**src/rtl/debounce_pkg.sv**
```systemverilog
// Shared types for the debouncer: FSM state encoding and reset state.
package debounce_pkg;

    // Two stable states (ZERO, ONE) and two qualifying states (WAIT1, WAIT0).
    typedef enum logic [1:0] {
        ZERO  = 2'd0,
        WAIT1 = 2'd1,
        ONE   = 2'd2,
        WAIT0 = 2'd3
    } db_state_t;

    localparam db_state_t DB_RESET_STATE = ZERO;

endpackage

```
**src/rtl/sync_2ff.sv**
```systemverilog
// Two-flop synchronizer for an asynchronous single-bit input.
// Both flops clear on synchronous active-high reset.
module sync_2ff (
    input  logic clk,
    input  logic reset,
    input  logic d,
    output logic q
);

    logic meta_q;
    logic sync_q;

    // Shift the raw input through two flops to settle metastability.
    always_ff @(posedge clk) begin
        if (reset) begin
            meta_q <= 1'b0;
            sync_q <= 1'b0;
        end else begin
            meta_q <= d;
            sync_q <= meta_q;
        end
    end

    assign q = sync_q;

endmodule

```
**src/rtl/debounce_fsm.sv**
```systemverilog
// Switch debouncer: four-state Moore FSM with a down-counting stability timer.
// A level change is accepted only after the new value has been sampled for
// 2^CNT_W + 1 consecutive cycles; any bounce back restarts qualification.
// Build option: define DEBOUNCE_SYNC_EN to put a 2-flop synchronizer in front
// of the FSM (adds 2 cycles of latency) for asynchronous board inputs.
module debounce_fsm
    import debounce_pkg::*;
#(
    parameter int unsigned CNT_W = 20
) (
    input  logic clk,
    input  logic reset,
    input  logic sw,
    output logic db_level
);

    localparam logic [CNT_W-1:0] CntMax = '1;

    logic             sw_s;
    db_state_t        state_q, state_d;
    logic [CNT_W-1:0] cnt_q, cnt_d;

`ifdef DEBOUNCE_SYNC_EN
    sync_2ff u_sync (
        .clk   (clk),
        .reset (reset),
        .d     (sw),
        .q     (sw_s)
    );
`else
    assign sw_s = sw;
`endif

    // State and stability counter registers.
    always_ff @(posedge clk) begin
        if (reset) begin
            state_q <= DB_RESET_STATE;
            cnt_q   <= '0;
        end else begin
            state_q <= state_d;
            cnt_q   <= cnt_d;
        end
    end

    // Next-state and counter update; the counter is reloaded on every
    // qualifying edge, so it is never decremented past zero.
    always_comb begin
        state_d = state_q;
        cnt_d   = cnt_q;
        case (state_q)
            ZERO: begin
                if (sw_s) begin
                    state_d = WAIT1;
                    cnt_d   = CntMax;
                end
            end
            WAIT1: begin
                if (!sw_s) begin
                    state_d = ZERO;
                end else if (cnt_q == '0) begin
                    state_d = ONE;
                end else begin
                    cnt_d = cnt_q - CNT_W'(1);
                end
            end
            ONE: begin
                if (!sw_s) begin
                    state_d = WAIT0;
                    cnt_d   = CntMax;
                end
            end
            WAIT0: begin
                if (sw_s) begin
                    state_d = ONE;
                end else if (cnt_q == '0) begin
                    state_d = ZERO;
                end else begin
                    cnt_d = cnt_q - CNT_W'(1);
                end
            end
            default: begin
                state_d = ZERO;
            end
        endcase
    end

    // Output decoded from the state register only, never from sw.
    assign db_level = (state_q == ONE) || (state_q == WAIT0);

endmodule

```
**config.mk**
```make
export PLATFORM = sky130hd
export DESIGN_NAME = debounce_fsm
export DESIGN_NICKNAME = d
export VERILOG_FILES = /design/src/rtl/debounce_pkg.sv /design/src/rtl/sync_2ff.sv /design/src/rtl/debounce_fsm.sv
export SDC_FILE = /design/constraint.sdc
export NUM_CORES = 1
export LEC_CHECK = 0
export ABC_AREA = 1
export ABC_CLOCK_PERIOD_IN_PS = 2400
export CAP_MARGIN = 20
export CORE_UTILIZATION = 60
export DETAILED_ROUTE_END_ITERATION = 8
export PLACE_DENSITY = 0.85
export RECOVER_POWER = 50
export SLEW_MARGIN = 20
export SYNTH_ARGS = -nofsm -noshare
export SYNTH_HDL_FRONTEND = slang
export SYNTH_SLANG_ARGS = --single-unit
```
**constraint.sdc**
```tcl
create_clock -name clk -period 2.4 [get_ports clk]
set_clock_uncertainty 0.1 [all_clocks]
set_input_delay 0.24 -clock clk [delete_from_list [all_inputs] [get_ports clk]]
set_output_delay 0.24 -clock clk [all_outputs]
set_load 0.03 [all_outputs]
```
Word-level counts from Yosys, hierarchy flattened
Index checks and enable logic that the tools add are counted.
- $add $sub $neg: 1
- equality and inequality tests: 9
- multiplexer cells: 13
- reductions and logical operators: 5
- operators by type and width (cell ; number):
    20-bit two-way mux ; 5
    20-bit case mux with 4 select lines ; 1
    20-bit zero test ; 1
    20-bit by 1-bit subtractor with 20-bit output (second input constant) ; 1
    2-bit two-way mux ; 6
    2-bit inequality test (second input constant) ; 4
    2-bit case mux with 4 select lines ; 1
    4-bit AND reduction ; 2
    3-bit inequality test (second input constant) ; 2
    2-bit equality test (second input constant) ; 2
    2-bit by 1-bit equality test with 1-bit output (second input constant) ; 1
    2-bit zero test ; 1
    1-bit logical OR ; 1
- flip-flop bits (word level): 22
- bits of input ports: 3
- output and inout port bits: 1
- logic and storage cells: 30

Longest topological paths before layout
Gate-level depths: netlist of run 1.
- depth after elaboration: 4
- gate-level depth with buffers: 10
- mapped depth without buffers: 9

Worst setup path before layout of run 1
No wires, ideal clock.
- path kind: reg-to-reg
- start: register cnt_q[0]
- end: register cnt_q[0]
- library setup time: 143 ps
- arrival time: 1329 ps
- data required time: 2157 ps
- slack: 828 ps
- cell stages (with the launch flop): 11
- path buffers: 1
- clock period less this slack: 1572 ps
- cells stage by stage: dfxtp_1 inv_1 ha_1 nand4_1 nor2_1 nand3_4 nand2_4 inv_2 buf_6 o21ai_1 a21oi_2
- cells in the longest elaborated chain, start to end: 4
- elaborated cells on any way between the ends: 6
- classes of those cells: add/sub: 1; mux: 4; reduce/logical: 1
- ends and longest elaborated chain (what ; RTL line ; RTL):
    from (decl) ; debounce_fsm.sv:21 ; logic [CNT_W-1:0] cnt_q, cnt_d;
    from (signal assigned) ; debounce_fsm.sv:41 ; cnt_q <= cnt_d;
    20-bit by 1-bit subtractor with 20-bit output or 20-bit zero test (tied branches) ; n/a ;
    20-bit two-way mux * ; debounce_fsm.sv:60, debounce_fsm.sv:75 ;
    20-bit two-way mux, on equally long branches ; debounce_fsm.sv:73, debounce_fsm.sv:58 ;
    20-bit case mux with 4 select lines * ; debounce_fsm.sv:50 ; case (state_q)
Every way passes the cells marked *; elsewhere a longest branch is shown, timed or not. The select of a mux whose other input is x is not followed.
A chain may end at the register's enable or synchronous reset.

Worst setup path after layout of run 1
- start: register cnt_q[0]
- end: register cnt_q[8]
Same word-level chain as after synthesis.

==> flow_results.org, run 1 <==
** Run status
- Status :: finished, final reports clean

** Floorplan
- From left edge to right edge, the die measures 52.5 um.
- After floorplanning, the core was divided into 17 placement rows.
- The die covers 0.00276 mm^2.
- The region available for standard cell placement spans 0.00232 mm^2.
- Die extent in y :: around 53 um
- 4 I/O pins were placed.
- Initial core utilization :: 66.1%

** CTS
- Number of H-tree branching levels :: 1
- Clock tree from TritonCTS :: yes
- Total of cells resized after clock tree synthesis :: 0
- Clock sink count :: 22
- For this design, the CTS-stage hold fixing added 0 buffers.
- In this run, CTS created clock tree buffers numbering 3.
- The tree is rooted in a sky130_fd_sc_hd__clkbuf_4.
- Maximum root-to-sink buffer count :: 2
- Worst-Skew Late Latency :: 0.30 ns
- In this run the post-CTS setup repair buffer count came out at 0.
- After clock tree synthesis, the clock-pin slew on the worst setup and hold paths is 0.13 ns.

** Placement
- Placer congestion estimate :: 0.793
- Timing analysis after detailed placement gives a worst setup slack of 0.402 ns.
- During placement, the flow inserted port buffers numbering 3.
- Post-detailed-placement half-perimeter wirelength :: 2060 um

** Min path
- Worst hold path endpoint :: cnt_q[0]
- Number of cells on the worst hold path :: 2
- Start point of the worst hold path :: cnt_q[0]
- The worst hold path belongs to the class flop to flop.

** STA
- Max-Slew Margin vs Limit :: 77.1%
- Setup repair after global routing left no endpoint under its margin.
- Tightest Pin Transition :: approximately 0.34 ns
- Worst hold slack :: 0.394 ns
- After layout, the worst path uses 83.9% of the clock period.
- Setup violations, final :: 0
- For the finished layout, the period the worst path requires is approximately 2 ns.
- Once routing completed, OpenROAD measured the worst setup slack at around 0.39 ns.
- The total count of max-transition violations in the final report was 0.
- Summed negative setup slack over all endpoints :: 0 ns
- The number of hold-slack violations in the final timing report is 0.
- Maximum clock frequency :: 496 MHz

** Yosys
- Synthesis inferred 22 register bits.
- Sequential fraction of the synthesis area :: 28.8%
- The cell count after synthesis came out at ~220.
- For this run, the number of Yosys warnings is 0.
- After synthesis, the netlist uses 27 different library cells.
- Avg Cell Area, Syn :: 6.84 um^2
- Synthesized area :: approximately 0.0015 mm^2
- Net Count, Synth :: 229

** Detailed routing
- The routed design has 2820 um of wire.
- The count of nets left with antenna violations once routing finished came out at 0.
- Vias post-DR :: approximately 1400
- Via density per instance :: 5.43
- Post-DR wirelength/cell :: 11.2 um
- After the first detailed-routing iteration, the DRC count stood at 32.
- Post-route DRC :: 0
- The first detailed-routing pass ran for 4 iterations.

** Flow run
- Maximum capacitance violations :: 0

** Worst setup path
- In this run the register-to-register setup slack is 0.39 ns.
- Cell count of the worst reg-to-reg path :: 9
- STA classifies the critical path endpoint as a flop.
- The critical path in this run is classified as flop to flop.
- Data on the critical path arrives at its endpoint at around 2.1 ns.
- Worst Setup SP :: cnt_q[0]
- STA classifies the critical path startpoint as a flop.
- Destination of the worst register-to-register timing path :: cnt_q[8]
- Worst-path cell chain :: inv_1 -> ha_1 -> nand4_1 -> nor2_1 -> nand3_4 -> nand2_4 -> inv_2 -> o21ai_0 -> a21oi_2
- The startpoint identified for the worst register-to-register timing path is cnt_q[0].
- Largest stage delay on the critical path :: 0.35 ns
- Maximum fanout encountered on the critical timing path :: 22
- Among all stages on the critical path, the largest delay is contributed by sky130_fd_sc_hd__dfxtp_1.
- STA puts the critical path data required time at 2.51 ns.

** Final layout
- After the last flow step, the layout net total stands at 230.
- Area added between synthesis and finish :: 1.14%
- Fill cell total of the finished layout :: roughly 210
- Count of inserted antenna diode cells :: 0
- Of the cells placed in the final design, the portion with a size suffix greater than 1 is just over 20%.

** Power
- The internal portion of the total power is between 0.5 and 0.6 mW.
- Power comes to 0.822 mW.
- Sequential group share of total power :: 51.9%
- Static leakage power :: 0.632 nW
- In this run, the combinational gates consume 27.4% of the power.
- P per Cell Area :: about 530 mW/mm^2
- Max VDD drop :: 0.381 mV
- Clock power frac :: 20.7%
- Net switching is 35.0% of the power.
- Summed over all nets, the switching power comes to roughly 0.29 mW.

** GRT
- Overflow left after global routing :: 0
- Antenna violations before repair :: 0
- The first global-routing pass estimated 5170 um of wire.
- Entering global routing, the biggest net connects 23 pins.
- Global routing used 24.8% of the available tracks across all layers.
- The via count of the first global-routing pass is 1212.
## registers in the layout, indices dropped and copies added, names as in the netlist, named ones only
| name | count |
|---|---|
| state_q | 1 |
| cnt_q | 20 |
## worst max-delay path: cells and delay by family, from the launching register on
family | cells | cell delay (ns)
adders and majority gates | 1 | 0.19
DFF | 1 | 0.35
and+or+nand+nor | 4 | 0.67
AOI/OAI and AO/OA | 2 | 0.23
buffers and inverters | 2 | 0.39
## logic make-up after synthesis
| group | count (synthesis) | share of synthesized area [%] |
|---|---|---|
| flops | 22 | 28.8 |
| xor+xnor | 3 | 1.72 |
| buf+inv | 26 | 8.99 |
| compound gates | 24 | 13.4 |
| simple gates | 147 | 45.5 |
| fa+ha+maj | 2 | 1.63 |
## routing by layer
layer / routed length (um) / global-route usage (%) / up-vias
met2: 1280 / 41.6 / 23
met4: 29 / 7.02 / 0
li1: - / - / 719
met1: 1410 / 33.2 / 618
met5: 0 / 0 / -
met3: 94 / 2.90 / 4
## cell usage in the layout (no fill, tap or decap), drive strengths merged
cell type / n
ha: 2
clkbuf: 3
a211oi: 1
nand2: 77
inv: 16
dfxtp: 22
buf: 3
nor2: 30
clkdlybuf4s50: 2
or2: 5
xor2: 3
nand4: 5
nand3b: 6
a21oi: 20
nand3: 24
dlygate4sd3: 1
o21ai: 3
## synthesized netlist by cell type, drive strengths merged
cell | count | area [um^2]
a211oi | 1 | 7.51
a21oi | 20 | 175
buf | 7 | 66.3
clkbuf | 3 | 11.3
dfxtp | 22 | 440
ha | 2 | 25.0
inv | 16 | 60.1
nand2 | 77 | 324
nand3 | 24 | 133
nand3b | 6 | 45.0
nand4 | 5 | 31.3
nor2 | 30 | 133
o21ai | 3 | 22.5
or2 | 5 | 31.3
xor2 | 3 | 26.3
## power groups by stage
stage / Combinational (mW) / Sequential [mW] / Clock [mW]
after global routing: 0.259 / 0.431 / 0.183
after detailed placement: 0.229 / 0.434 / 0
after floorplan: 0.202 / 0.425 / 0
after global placement: 0.224 / 0.433 / 0
after CTS: 0.229 / 0.426 / 0.172
final: 0.225 / 0.426 / 0.170
## stage by stage
step | utilization, % | area [um^2] | cells
6_report | 66.8 | 1550 | 251
3_5_place_dp | 66.5 | 1540 | 248
5_1_grt | 66.8 | 1550 | 251
4_1_cts | 67.5 | 1560 | 251
3_3_place_gp | 66.5 | 1540 | 248
2_1_floorplan | - | 1530 | 224
## layout make-up
class                           instances  area (um^2)  area share (%)
Clock buffer                            3         22.5            1.45
Inverter                               16         60.1            3.88
Multi-Input combinational cell        176          938            60.6
Sequential cell                        22          440            28.4
Tap cell                               28         35.0            2.26
Timing Repair Buffer                    6         52.6            3.39
## how the worst max path moves through the flow
stage,depth (start not counted),to
2_1_floorplan,10,cnt_q[0]
3_3_place_gp,6,cnt_q[0]
3_5_place_dp,6,cnt_q[0]
4_1_cts,9,cnt_q[0]
5_1_grt,9,cnt_q[0]
6_report,9,cnt_q[8]
Power figures use the tool's default switching activity.
==> run 2, diff against run 1 <==
--- a/config.mk
+++ b/config.mk
@@ -6,11 +6,11 @@
 export NUM_CORES = 1
 export LEC_CHECK = 0
 export ABC_AREA = 1
-export ABC_CLOCK_PERIOD_IN_PS = 2400
+export ABC_CLOCK_PERIOD_IN_PS = 1700
 export CAP_MARGIN = 20
-export CORE_UTILIZATION = 60
+export CORE_UTILIZATION = 55
 export DETAILED_ROUTE_END_ITERATION = 8
-export PLACE_DENSITY = 0.85
+export PLACE_DENSITY = 0.82
 export RECOVER_POWER = 50
 export SLEW_MARGIN = 20
 export SYNTH_ARGS = -nofsm -noshare
==> constraint.sdc (replaced) <==
create_clock -name clk -period 1.7 [get_ports clk]
set_clock_uncertainty 0.1 [all_clocks]
set_input_delay 0.17 -clock clk [delete_from_list [all_inputs] [get_ports clk]]
set_output_delay 0.17 -clock clk [all_outputs]
set_load 0.03 [all_outputs]
==> flow_results.org, run 2 (same netlist as run 1, synthesis figures left out) <==
** Final layout
- The number of filler cells placed in the layout is 207 (was 212).
- Area added between synthesis and finish :: 15.7% (was 1.14%)
- Post-route design area :: 0.00177 mm^2 (was 0.00155 mm^2)
- Largest regs: cnt_q x20, state_q x1 (unchanged).
- Count of inserted antenna diode cells :: 0 (unchanged)
- Flip-flop count of the largest register after layout :: 20 (unchanged)
- The area occupied by multi-input gates is 972 um^2 (was 938 um^2).
- Util after Layout :: 69.6% (was 66.8%)
- Top library cells by usage in the layout, fill and taps aside :: 63 x sky130_fd_sc_hd__nand2_1, 24 x sky130_fd_sc_hd__nor2_1, 23 x sky130_fd_sc_hd__nand3_1 (was 65 x sky130_fd_sc_hd__nand2_1, 26 x sky130_fd_sc_hd__nor2_1, 23 x sky130_fd_sc_hd__nand3_1)
- The total number of nets in the final design was 250 (was 230).
- The register with the most flip-flops is cnt_q (unchanged).
- The share of final-layout standard cells stronger than drive strength 1 came to 31.6% (was 20.6%).
- Most frequent standard cell in the layout excluding fill and tap cells :: sky130_fd_sc_hd__nand2_1 (unchanged)
- The flip-flop and latch area came to 440 um^2 (unchanged).

** CTS
- Number of hold buffers added after cts :: 0 (unchanged)
- The total clock buffers created by CTS was 3 (unchanged).
- The TritonCTS clock tree is yes (unchanged).
- Buffer cell driving the clock tree root :: sky130_fd_sc_hd__clkbuf_4 (unchanged)
- The latest clock arrival within the worst-skew pair came to 0.32 ns (was 0.30 ns).
- The clock-pin slew on the worst setup and hold paths is 0.14 ns (was 0.13 ns).
- Number of H-tree branching levels :: 1 (unchanged)
- Clock sink count :: 22 (unchanged)
- The maximum clock insertion buffer count came to 2 (unchanged).

** Power
- The maximum vdd drop was 0.714 mV (was 0.381 mV).
- The clock share of power is 29.0% (was 20.7%).
- Switching fraction of total power :: 32.1% (was 35.0%)
- P per Cell Area :: 800 mW/mm^2 (was 530 mW/mm^2)
- Combinational cell fraction of total power :: 29.2% (was 27.4%)
- Net Sw Power :: 0.455 mW (was 0.288 mW)
- The relative contribution of sequential cells to total power came to 41.8% (was 51.9%).
- The cell-internal power is 0.962 mW (was 0.534 mW).
- The static leakage came to 0.744 nW (was 0.632 nW).

** GRT
- The aggregate global-route resource usage came to 24.8% (about the same).
- The largest net degree at the start of global routing was 19 (was 23).
- Overflow left after global routing :: 0 (unchanged)
- Antenna violations before repair :: 0 (unchanged)
- The via count of the first global-routing pass came to 1226 (was 1212).
- Wire length of the first global-routing pass :: 5230 um (was 5170 um)

** Worst setup path
- The largest stage delay on the critical path came to 0.33 ns (was 0.35 ns).
- Worst EP required :: 1.82 ns (was 2.51 ns)
- The worst path arrival time was 1.74 ns (was 2.12 ns).
- Cell count of the worst reg-to-reg path :: 9 (unchanged)
- Destination of the worst register-to-register timing path :: cnt_q[19] (was cnt_q[8])
- The maximum fanout along the worst path was 14 (was 22).
- The reg-to-reg setup timing slack came to 0.07 ns (was 0.39 ns).
- Worst-path cell chain :: nor2_1 -> nand2_1 -> nor2_4 -> nand3_4 -> nand2_4 -> inv_2 -> buf_12 -> nand2_1 -> a21oi_2 (was inv_1 -> ha_1 -> nand4_1 -> nor2_1 -> nand3_4 -> nand2_4 -> inv_2 -> o21ai_0 -> a21oi_2)
- In this design, the critical path's most frequently occurring cell is sky130_fd_sc_hd__nand2_1.
- The instance count on the critical path is 9 (unchanged).
- The number of buffers and inverters on the critical path was 2 (unchanged).
- WS Path Type :: flop to flop (unchanged)
- Gate family responsible for the most delay along the worst path :: simple AND/OR/NAND/NOR gates (unchanged)
- Library cell contributing the largest single delay on the critical path :: sky130_fd_sc_hd__dfxtp_1 (unchanged)
- The beginning of the worst register-to-register path is cnt_q[4] (was cnt_q[0]).
- The endpoint class of the critical path is a flop (unchanged).
- The category of the worst setup path launch point is a flop (unchanged).

** Detailed routing
- The number of nets with antenna violations after routing was 0 (unchanged).
- The total detailed-routing wirelength is 3330 um (was 2820 um).
- Post-route DRC :: 0 (unchanged)
- Via density per instance :: 5.26 (was 5.43)
- Post-DR wirelength/cell :: 12.1 um (was 11.2 um)
- The first-pass iteration count of the detailed router is 4 (unchanged).
- The initial DRC count came to 32 (unchanged).
- The total vias in the final route came to 1442 (was 1364).

** Floorplan
- Number of top-level design ports :: 4 (unchanged)
- Die extent in y :: 54.8 um (was 52.5 um)
- Core Rows :: 18 (was 17)
- The effective utilization at floorplan was 60.2% (was 66.1%).
- Total Die Area :: 0.00300 mm^2 (was 0.00276 mm^2)
- The area of the placeable core was 0.00254 mm^2 (was 0.00232 mm^2).
- The width of the die was 54.8 um (was 52.5 um).

** Min path
- The worst hold-check path type is input pin to flop (was flop to flop).
- Number of cells on the worst hold path :: 3 (was 2)
- Start point of the worst hold path :: reset (was cnt_q[0])
- Worst hold path endpoint :: state_q[0] (was cnt_q[0])

** STA
- The highest clock rate is 614 MHz (was 496 MHz).
- The final hold slack came to 0.391 ns (was 0.394 ns).
- Max-Slew Margin vs Limit :: 76.4% (was 77.1%)
- The time the worst path needs with I/O delays and setup came to 1.63 ns (was 2.01 ns).
- Share of the clock period used by the worst path after layout :: 95.8% (was 83.9%)
- Min setup slack post-route :: 0.0720 ns (was 0.386 ns)
- The number of hold-slack violations in the final timing report came to 0 (unchanged).
- The slew at the pin closest to its max-slew limit came to 0.356 ns (was 0.343 ns).
- The number of setup violations in the final report was 0 (unchanged).
- Final Slew Violations :: 0 (unchanged)

** Placement
- The post-placement setup slack was 0.0506 ns (was 0.402 ns).
- Post-detailed-placement half-perimeter wirelength :: 2290 um (was 2060 um)
- Post-placement cell area :: 0.00168 mm^2 (was 0.00154 mm^2)
- Placer congestion estimate :: 0.828 (was 0.793)
- Quantity of I/O buffers inserted on ports :: 3 (unchanged)

** Run status
- Status :: finished, final reports clean (unchanged)

** Flow run
- Maximum capacitance violations :: 0 (unchanged)
-- run 2: changes by cell type in the layout (fill, tap and decap cells not counted), sizes merged --
cell         before  now
buf               3   22
bufinv            0    1
clkbuf            3    4
dlygate4sd3       1    0
nor2             30   31
-- run 2: worst min-delay path, stage by stage --
cell and delay (ns):
sky130_fd_sc_hd__clkdlybuf4s50_1 0.49, sky130_fd_sc_hd__or2_2 0.11, sky130_fd_sc_hd__inv_1 0.03
-- run 2: per-stage QoR --
stage / TNS (ns) / power [mW] / instances
floorplan: 0 / 0.885 / 224
global placement: 0 / 0.981 / 267
detailed placement: 0 / 0.988 / 267
CTS: 0 / 1.40 / 271
global route: -0.0448 / 1.49 / 274
finish: 0 / 1.42 / 274
-- run 2: worst max-delay path by stage --
stage | from | endpoint
3_3_place_gp | sw | cnt_q[19]
5_1_grt | cnt_q[0] | cnt_q[9]
2_1_floorplan | cnt_q[0] | cnt_q[0]
3_5_place_dp | cnt_q[0] | cnt_q[6]
4_1_cts | flop | db_level
6_report | cnt_q[4] | cnt_q[19]
-- run 2: area by class of cell --
cell class,count,share of cell area (%)
multi-input combinational,177,54.9
sequential,22,24.9
timing repair buffer,25,11.8
clock inverter,1,1.69
tap,30,2.12
clock buffer,3,1.27
inverter,16,3.39
-- run 2: power by group through the flow --
stage / clock network (mW) / registers, mW / logic [mW]
2_1_floorplan: 0 / 0.600 / 0.285
3_3_place_gp: 0 / 0.602 / 0.379
3_5_place_dp: 0 / 0.603 / 0.386
4_1_cts: 0.418 / 0.591 / 0.391
5_1_grt: 0.437 / 0.598 / 0.457
6_report: 0.411 / 0.593 / 0.414
-- run 2: layer usage --
layer | global-route usage (%) | up-vias | share of wire (%)
met5 | 0 | - | 0
met1 | 33.6 | 641 | 47
met4 | 12.4 | 0 | 3.0
met3 | 3.89 | 9 | 4.4
li1 | - | 759 | -
met2 | 37.3 | 33 | 45
-- run 2: timing repair --
item                                    CTS  global route
gates resized for setup                   0             9
buffers inserted                          0             2
endpoints found under the setup margin    0            20
